===== src/rtl/gcd_rr_sched.sv =====
// Round-robin front end sharing one subtractive GCD engine among NREQ requesters, with
// zero-operand bypass, stale-done masking, run timeout and a 1-entry tagged response buffer.
module gcd_rr_sched #(
    parameter int unsigned NREQ    = 4,
    parameter int unsigned WIDTH   = 36,
    parameter int unsigned TIMEOUT = 4096
) (
    input  logic                      clk,
    input  logic                      reset,
    input  logic [NREQ-1:0]           req_valid,
    input  logic [NREQ*WIDTH-1:0]     req_a,
    input  logic [NREQ*WIDTH-1:0]     req_b,
    output logic [NREQ-1:0]           req_ready,
    output logic                      eng_start,
    output logic [WIDTH-1:0]          eng_a,
    output logic [WIDTH-1:0]          eng_b,
    input  logic                      eng_done,
    input  logic [WIDTH-1:0]          eng_res,
    output logic                      rsp_valid,
    input  logic                      rsp_ready,
    output logic [$clog2(NREQ)-1:0]   rsp_id,
    output logic [WIDTH-1:0]          rsp_res,
    output logic                      rsp_err,
    output logic                      busy
);
    localparam int unsigned IdW  = $clog2(NREQ);
    localparam int unsigned CntW = $clog2(TIMEOUT);

    typedef enum logic [1:0] {StIdle, StLaunch, StSettle, StRun} state_e;

    state_e            state_q, state_d;
    logic [IdW-1:0]    ptr_q, ptr_d;
    logic [IdW-1:0]    tag_q, tag_d;
    logic [WIDTH-1:0]  eng_a_q, eng_a_d;
    logic [WIDTH-1:0]  eng_b_q, eng_b_d;
    logic [CntW-1:0]   cnt_q, cnt_d;
    logic              rsp_valid_q, rsp_valid_d;
    logic [IdW-1:0]    rsp_id_q, rsp_id_d;
    logic [WIDTH-1:0]  rsp_res_q, rsp_res_d;
    logic              rsp_err_q, rsp_err_d;

    logic [WIDTH-1:0]  a_arr [NREQ];
    logic [WIDTH-1:0]  b_arr [NREQ];
    logic [IdW:0]      idx_sum;
    logic [IdW-1:0]    cand;
    logic              cand_found;
    logic [WIDTH-1:0]  cand_a, cand_b;
    logic              cand_byp;
    logic              buf_free;
    logic              grant_ok;
    logic              load;
    logic [IdW-1:0]    load_id;
    logic [WIDTH-1:0]  load_res;
    logic              load_err;

    always_comb begin
        for (int i = 0; i < NREQ; i++) begin
            a_arr[i] = req_a[i*WIDTH +: WIDTH];
            b_arr[i] = req_b[i*WIDTH +: WIDTH];
        end
    end

    // First valid requester at or after ptr, wrapping around.
    always_comb begin
        cand_found = 1'b0;
        cand       = '0;
        idx_sum    = '0;
        for (int k = 0; k < NREQ; k++) begin
            idx_sum = {1'b0, ptr_q} + (IdW+1)'(k);
            if (idx_sum >= (IdW+1)'(NREQ)) begin
                idx_sum = idx_sum - (IdW+1)'(NREQ);
            end
            if (!cand_found && req_valid[idx_sum[IdW-1:0]]) begin
                cand_found = 1'b1;
                cand       = idx_sum[IdW-1:0];
            end
        end
    end

    assign cand_a   = a_arr[cand];
    assign cand_b   = b_arr[cand];
    assign cand_byp = (cand_a == '0) || (cand_b == '0);
    assign buf_free = !rsp_valid_q || rsp_ready;
    // A bypass that cannot land in the buffer blocks arbitration entirely this cycle.
    assign grant_ok = (state_q == StIdle) && cand_found && (!cand_byp || buf_free);
    assign req_ready = grant_ok ? (NREQ'(1) << cand) : '0;

    always_comb begin
        state_d  = state_q;
        ptr_d    = ptr_q;
        tag_d    = tag_q;
        eng_a_d  = eng_a_q;
        eng_b_d  = eng_b_q;
        cnt_d    = cnt_q;
        load     = 1'b0;
        load_id  = tag_q;
        load_res = '0;
        load_err = 1'b0;
        case (state_q)
            StIdle: begin
                if (grant_ok) begin
                    ptr_d = (cand == IdW'(NREQ-1)) ? '0 : cand + 1'b1;
                    if (cand_byp) begin
                        load     = 1'b1;
                        load_id  = cand;
                        load_res = cand_a | cand_b;
                    end else begin
                        tag_d   = cand;
                        eng_a_d = cand_a;
                        eng_b_d = cand_b;
                        state_d = StLaunch;
                    end
                end
            end
            StLaunch: begin
                cnt_d   = '0;
                state_d = StSettle;
            end
            StSettle: begin
                state_d = StRun;
            end
            StRun: begin
                // Done has priority over timeout; counter freezes while the buffer is full.
                if (eng_done) begin
                    if (buf_free) begin
                        load     = 1'b1;
                        load_res = eng_res;
                        state_d  = StIdle;
                    end
                end else if (cnt_q == CntW'(TIMEOUT-1)) begin
                    if (buf_free) begin
                        load     = 1'b1;
                        load_err = 1'b1;
                        state_d  = StIdle;
                    end
                end else begin
                    cnt_d = cnt_q + 1'b1;
                end
            end
            default: state_d = StIdle;
        endcase
    end

    always_comb begin
        rsp_valid_d = rsp_valid_q && !rsp_ready;
        rsp_id_d    = rsp_id_q;
        rsp_res_d   = rsp_res_q;
        rsp_err_d   = rsp_err_q;
        if (load) begin
            rsp_valid_d = 1'b1;
            rsp_id_d    = load_id;
            rsp_res_d   = load_res;
            rsp_err_d   = load_err;
        end
    end

    always_ff @(posedge clk) begin
        if (reset) begin
            state_q     <= StIdle;
            ptr_q       <= '0;
            tag_q       <= '0;
            eng_a_q     <= '0;
            eng_b_q     <= '0;
            cnt_q       <= '0;
            rsp_valid_q <= 1'b0;
            rsp_id_q    <= '0;
            rsp_res_q   <= '0;
            rsp_err_q   <= 1'b0;
        end else begin
            state_q     <= state_d;
            ptr_q       <= ptr_d;
            tag_q       <= tag_d;
            eng_a_q     <= eng_a_d;
            eng_b_q     <= eng_b_d;
            cnt_q       <= cnt_d;
            rsp_valid_q <= rsp_valid_d;
            rsp_id_q    <= rsp_id_d;
            rsp_res_q   <= rsp_res_d;
            rsp_err_q   <= rsp_err_d;
        end
    end

    assign eng_start = (state_q == StLaunch);
    assign eng_a     = eng_a_q;
    assign eng_b     = eng_b_q;
    assign rsp_valid = rsp_valid_q;
    assign rsp_id    = rsp_id_q;
    assign rsp_res   = rsp_res_q;
    assign rsp_err   = rsp_err_q;
    assign busy      = (state_q != StIdle);

endmodule


===== config.mk =====
export PLATFORM = sky130hd
export DESIGN_NAME = gcd_rr_sched
export DESIGN_NICKNAME = d
export VERILOG_FILES = /design/src/rtl/gcd_rr_sched.sv
export SDC_FILE = /design/constraint.sdc
export NUM_CORES = 1
export LEC_CHECK = 0
export ABC_AREA = 1
export ABC_CLOCK_PERIOD_IN_PS = 3500
export CORE_AREA = 10 10 168 170
export DETAILED_ROUTE_END_ITERATION = 6
export DIE_AREA = 0 0 178 180
export PLACE_DENSITY = 0.74
export SYNTH_ARGS = -nofsm -noshare
export SYNTH_HDL_FRONTEND = slang
export SYNTH_SLANG_ARGS = --single-unit

===== constraint.sdc =====
create_clock -name clk -period 3.5 [get_ports clk]
set_input_delay 0.525 -clock clk [delete_from_list [all_inputs] [get_ports clk]]
set_output_delay 0.525 -clock clk [all_outputs]
set_load 0.01 [all_outputs]

# After elaboration in Yosys (flattened, before gate mapping)
# Cells that the tools add are included.
[word_totals]
regBits = 130
out_inout_bits = 118
[classes]
n_addsub = 9
order_cmp = 9
eq_ne = 10
n_shift = 1
muxes = 54
bitwise = 3
reduce_logical = 24
[ops]
columns = ["cell", "n"]
rows = [
  ["36-bit 2-to-1 mux", 8],
  ["36-bit binary-select mux with 2-bit select", 2],
  ["36-bit logical NOT", 2],
  ["36-bit one-hot mux with 2 select lines", 1],
  ["36-bit OR", 1],
  ["2-bit 2-to-1 mux", 17],
  ["12-bit 2-to-1 mux", 2],
  ["12-bit one-hot mux with 2 select lines", 1],
  ["1-bit 2-to-1 mux", 16],
  ["12-bit by 1-bit adder with 12-bit output (second input constant)", 1],
  ["12-bit == test (second input constant)", 1],
  ["3-bit greater-or-equal comparator (second input constant)", 4],
  ["2-bit by 3-bit less-than comparator with 1-bit output (second input constant)", 4],
  ["3-bit AND reduction", 3],
  ["1-bit binary-select mux with 2-bit select", 4],
  ["2-bit inequality test (second input constant)", 4],
  ["2-bit one-hot mux with 4 select lines", 1],
  ["2-bit by 1-bit subtractor with 2-bit output (second input constant)", 4],
  ["2-bit by 2-bit adder with 3-bit output (second input constant)", 2],
  ["2-bit == test (second input constant)", 3],
  ["1-bit logical AND", 6],
  ["1-bit logical NOT", 6],
  ["4-bit 2-to-1 mux", 1],
  ["2-bit nonzero test", 2],
  ["12 further kinds", 14],
]

# Longest topological paths before layout
# Gate-level depths: netlist of the first run.
[depth]
word_depth = 26
ltp_mapped = 27

# Least setup slack after synthesis of the first run
# Ideal clock, no wire load.
[synth_path]
kind = "input -> output"
start = "in req_valid[3]"
end = "out req_ready[0]"
arrival_ps = 2607
t_required_ps = 2975
slack_ps = 368
stages = 21
n_path_buf = 1
cell_sequence = "inv_1 nand2_1 nand3_1 nand2_1 inv_1 nand2_1 nand2_1 nand2_2 buf_1 nand3_1 nand2_1 nand2_1 nand2_1 nor2_1 nand3_1 nor2_1 nand3_1 nand3_1 o21ai_0 inv_1 nor2_1"
[synth_between]
elab_chain_cells = 22
word_cells_on_any_way = 38
cone_classes = "shift (1); mux (23); bitwise (1); reduce/logical (13)"
[synth_lines]
columns = ["item", "line_no", "source"]
rows = [
  ["from (decl)", "10", "input logic [NREQ-1:0] req_valid,"],
  ["1-bit binary-select mux with 2-bit select", "73", "if (!cand_found && req_valid[idx_sum[IdW-1:0]]) begin"],
  ["1-bit 2-to-1 mux (implied by the code)", "73", ""],
  ["1-bit 2-to-1 mux", "73", ""],
  ["1-bit logical NOT", "73", ""],
  ["1-bit logical AND", "73", ""],
  ["1-bit 2-to-1 mux", "73", ""],
  ["1-bit logical NOT", "73", ""],
  ["1-bit logical AND", "73", ""],
  ["(+5 left out)", "n/a", ""],
  ["36-bit binary-select mux with 2-bit select, on equally long branches", "80, 81", ""],
  ["36-bit 2-to-1 mux, on equally long branches (2 in a row)", "80, 81", ""],
  ["36-bit logical NOT", "82", "assign cand_byp = (cand_a == '0) || (cand_b == '0);"],
  ["1-bit logical OR", "82", ""],
  ["1-bit logical NOT", "85", "assign grant_ok = (state_q == StIdle) && cand_found && (!cand_byp || buf_free);"],
  ["1-bit logical OR", "85", ""],
  ["1-bit logical AND", "85", ""],
  ["4-bit 2-to-1 mux *", "86", "assign req_ready = grant_ok ? (NREQ'(1) << cand) : '0;"],
  ["to (decl)", "13", "output logic [NREQ-1:0] req_ready,"],
]
# Every way passes the cells marked *; elsewhere a longest branch is shown, timed or not. The select of a mux whose other input is x is not followed.

# Worst setup path in the final report of the first run
[layout_path]
start = "reg ptr_q[0]"
end = "out req_ready[2]"
[layout_between]
elab_chain_cells = 24
word_cells_on_any_way = 53
cone_classes = "add/sub (7); order compare (4); shift (1); mux (27); bitwise (1); reduce/logical (13)"
[layout_lines]
columns = ["item", "line_no", "source"]
rows = [
  ["from (decl)", "32", "logic [IdW-1:0] ptr_q, ptr_d;"],
  ["from (signal assigned)", "171", "ptr_q <= ptr_d;"],
  ["parallel branches: the longest is 23 deep, another holds 2-bit by 1-bit adder with 3-bit output", "n/a", ""],
  ["4-bit 2-to-1 mux *", "86", ""],
]
# Mark *: on every way between the ends. The select of a mux whose other input is x is not followed.

==> summary.md, run 1 <==
| Metric | Value |
|---|---|
| Worst slack at placement | -1240 ps |
| Worst Path Buf+Inv | 7 |
| Power Dens Cells | 1292 nW/um^2 |
| Largest stage delay on the critical path | 380 ps |
| Startpoint Class | flip-flop |
| Max H-tree Level | 4 |
| Share of layout cells above drive strength 1 | 24.04% |
| Nets | 2,541 |
| Worst-margin pin slew | 577.3 ps |
| Critical path type | reg2out |
| Leak | 0.008206 uW |
| Worst hold path type | reg2reg |
| Commonest non-fill, non-tap cell in the layout | nand2_1 |
| Row Count | 58 |
| DRC | 0 |
| Outcome | finished, violations left |
| Yosys top cell area share | 29.00% |
| Mapped Cells | 1,574 |
| Final GP Congestion | 0.9824 |
| Post-route ant nets | 0 |
| CTS tree | done |
| Synth-to-Final Area Change | 98.56% |
| Yosys warning total | 0 |
| Global-route wire length before repair | 75.74 mm |
| Worst path top cell family by delay | simple AND/OR/NAND/NOR gates |
| Final setup viols | 94 |
| Clk_lat worst skew | 430 ps |
| Failing checks | negative setup slack |
| Most frequent cells in the layout | nand2_1, clkdlybuf4s50_1, buf_4 |
| Root Buffer Master | clkbuf_16 |
| Starting DRC count in detailed routing | 1,331 |
| Final hold viol count | 0 |
| Maxcap violations | 0 |
| Critical-path cell list | buf_12 -> nand2_2 -> nand2_2 -> nand2_4 -> nand2_4 -> nor2_4 -> nand3_4 -> nand3_4 -> buf_12 -> buf_12 -> clkbuf_16 -> nand2_2 -> nand3_2 -> nand2_2 -> nor2_2 -> nand3_2 -> nor2_4 -> nand3_2 -> nand3_2 -> o21ai_2 -> inv_2 -> buf_6 -> nor2_1 -> buf_2 |
| Worst Setup End Kind | output pin |
| Max Fanout on Critical Path | 8 |
| Starting Density | 36.06% |
| Die W | 178 microns |
| CP required | 2970 ps |
| Largest net degree at the start of global routing | 87 |
| Fmax | 0.2523 GHz |
| Tmin final | 3964 ps |
| IO buf count | 449 |
| Arrival @ worst endpoint | 3440 ps |
| Yosys top cell by area | dfxtp_1 |
| CTS sink count | 130 |
| Clock buffer count from CTS | 17 |
| Drt first pass iters | 5 |
| Vias per cell | 5.219 |
| Setup WS post-layout | -464.0 ps |
| Maximum clock insertion buffer count | 2 |
| DIE HEIGHT | 180 microns |
| Syn nets | 1,915 |
| DP HPWL | 39.80 mm |
| Synth top area cells | dfxtp_1, nand2_1, nand3_1 |
| Count of cell types in the netlist | 25 |
| Fin crit share | 113.3% |
| Worst-case clock skew | 14.96 ps |
| Clock-pin slew on the worst setup and hold paths | 60 ps |
| Max IR drop VDD | 0.7401 mV |
| Synth Register Bits | 130 |
| Slew Viols, Final | 0 |
| Slowest-stage cell, CP | dfxtp_4 |
| Slew HR | 61.51% |
| Ports | 450 |
| Total core area | 24,890 sq um |
| Sequential fraction of the synthesis area | 29.00% |
| RSZ-0062 raised after global routing | yes |
| Vias in the first global route | 12,748 |
| Setup tns final | -16,040 ps |
| Via count | 13,335 |
| GRT Overall Usage | 30.81% |
| Synth Cell Area | 8975 sq um |
| Post-Syn Area per Cell | 5.702 sq um |
| Drt wl/cell | 21.41 microns |
| Die area | 32,040 sq um |
| Routed wire length | 54.71 mm |
| Gr ovfl total | 0 |
| Initial antenna violation count | 12 |
[metal layers]
| metal | part of all wire (%) | global-route usage, % |
|---|---|---|
| met3 | 8.6 | 7.795 |
| met2 | 48 | 50.93 |
| met1 | 39 | 37.00 |
| met5 | 0 | 0 |
| met4 | 4.4 | 12.78 |
[worst reg2reg max path: cells and delay by family, from the launching register on]
kind	cells	cell delay (ps)
AOI/OAI and AO/OA	1	100
and+or+nand+nor	10	1000
DFF	1	380
buffers and inverters	19	2390
[sequential cells by signal (all words and copies together), names as in the netlist, 2 cells and up]
signal   count
state_q      2
tag_q        2
rsp_res     36
eng_a       36
rsp_id       2
cnt_q       12
eng_b       36
ptr_q        2
[synthesized netlist by cell type, drive strengths merged]
| master | n |
|---|---|
| a21oi | 111 |
| buf | 68 |
| clkbuf | 40 |
| dfxtp | 130 |
| ha | 9 |
| inv | 138 |
| nand2 | 559 |
| nand3 | 221 |
| nand3b | 23 |
| nand4 | 25 |
| nor2 | 143 |
| nor3 | 3 |
| nor4 | 1 |
| o21ai | 101 |
| o21bai | 1 |
| or2 | 1 |
[path summary, 6_finish.rpt]
kind	end	cells past startpoint	from	slack [ps]
max	req_ready[2]	24	ptr_q[0]$_SDFFE_PP0P_	-460
min	eng_b[16]$_SDFFE_PP0P_	2	eng_b[16]$_SDFFE_PP0P_	470
max reg2reg	eng_a[22]$_SDFFE_PP0P_	30	ptr_q[0]$_SDFFE_PP0P_	-430
min reg2reg	eng_b[16]$_SDFFE_PP0P_	2	eng_b[16]$_SDFFE_PP0P_	470
[logic make-up (layout without fill, tap and decap cells)]
| logic type | after synthesis | count (layout) | synth area share, % |
|---|---|---|---|
| AOI/OAI and AO/OA | 213 | 213 | 11.91 |
| buffers and inverters | 246 | 884 | 11.74 |
| DFF | 130 | 130 | 29.00 |
| other | 0 | 12 | 0 |
| and+or+nand+nor | 976 | 977 | 46.10 |
| adders and majority gates | 9 | 9 | 1.255 |
[layout make-up]
class | count | area (sq um)
Inverter | 138 | 536.8
Clock buffer | 20 | 446.7
Antenna cell | 12 | 30.03
Sequential cell | 130 | 2610
Tap cell | 330 | 412.9
Clock inverter | 12 | 180.2
Multi-Input combinational cell | 1199 | 6248
Fill cell | 2077 | 7071
Timing Repair Buffer | 714 | 7356
[report_power, final]
| group | internal (uW) | total, uW | switching (uW) |
|---|---|---|---|
| Clock | 1220 | 1950 | 735 |
| Combinational | 8860 | 19000 | 10100 |
| Sequential | 1870 | 2080 | 211 |
[stage by stage]
stage                     instance area [sq um]  total power (uW)  hold slack [ps]  std cells  utilization [%]
after floorplan                            8975              8503            439.5       1574                -
after global placement                    14900             15630            450.8       2424            59.86
final                                     17820             23020            467.3       2555            71.59
after CTS                                 16720             20730            467.7       2514            67.18
after global routing                      17820             24130            482.6       2554            71.58
after detailed placement                  14900             15720            458.5       2424            59.86
[repair_timing]
action	in CTS	in global routing
cloned	12	17
buffers inserted	47	13
setup endpoints to repair	122	120
gates resized for setup	152	174
pin swaps	67	89
endpoints found under the hold margin	0	0
hold buffers	0	0
Power figures use the tool's default switching activity.
==> run 2, diff against run 1 <==
SLEW_MARGIN = 40   (was not set)
==> results of run 2 <==
Same layout as run 1: the final DEF is identical, and so are final timing and power.
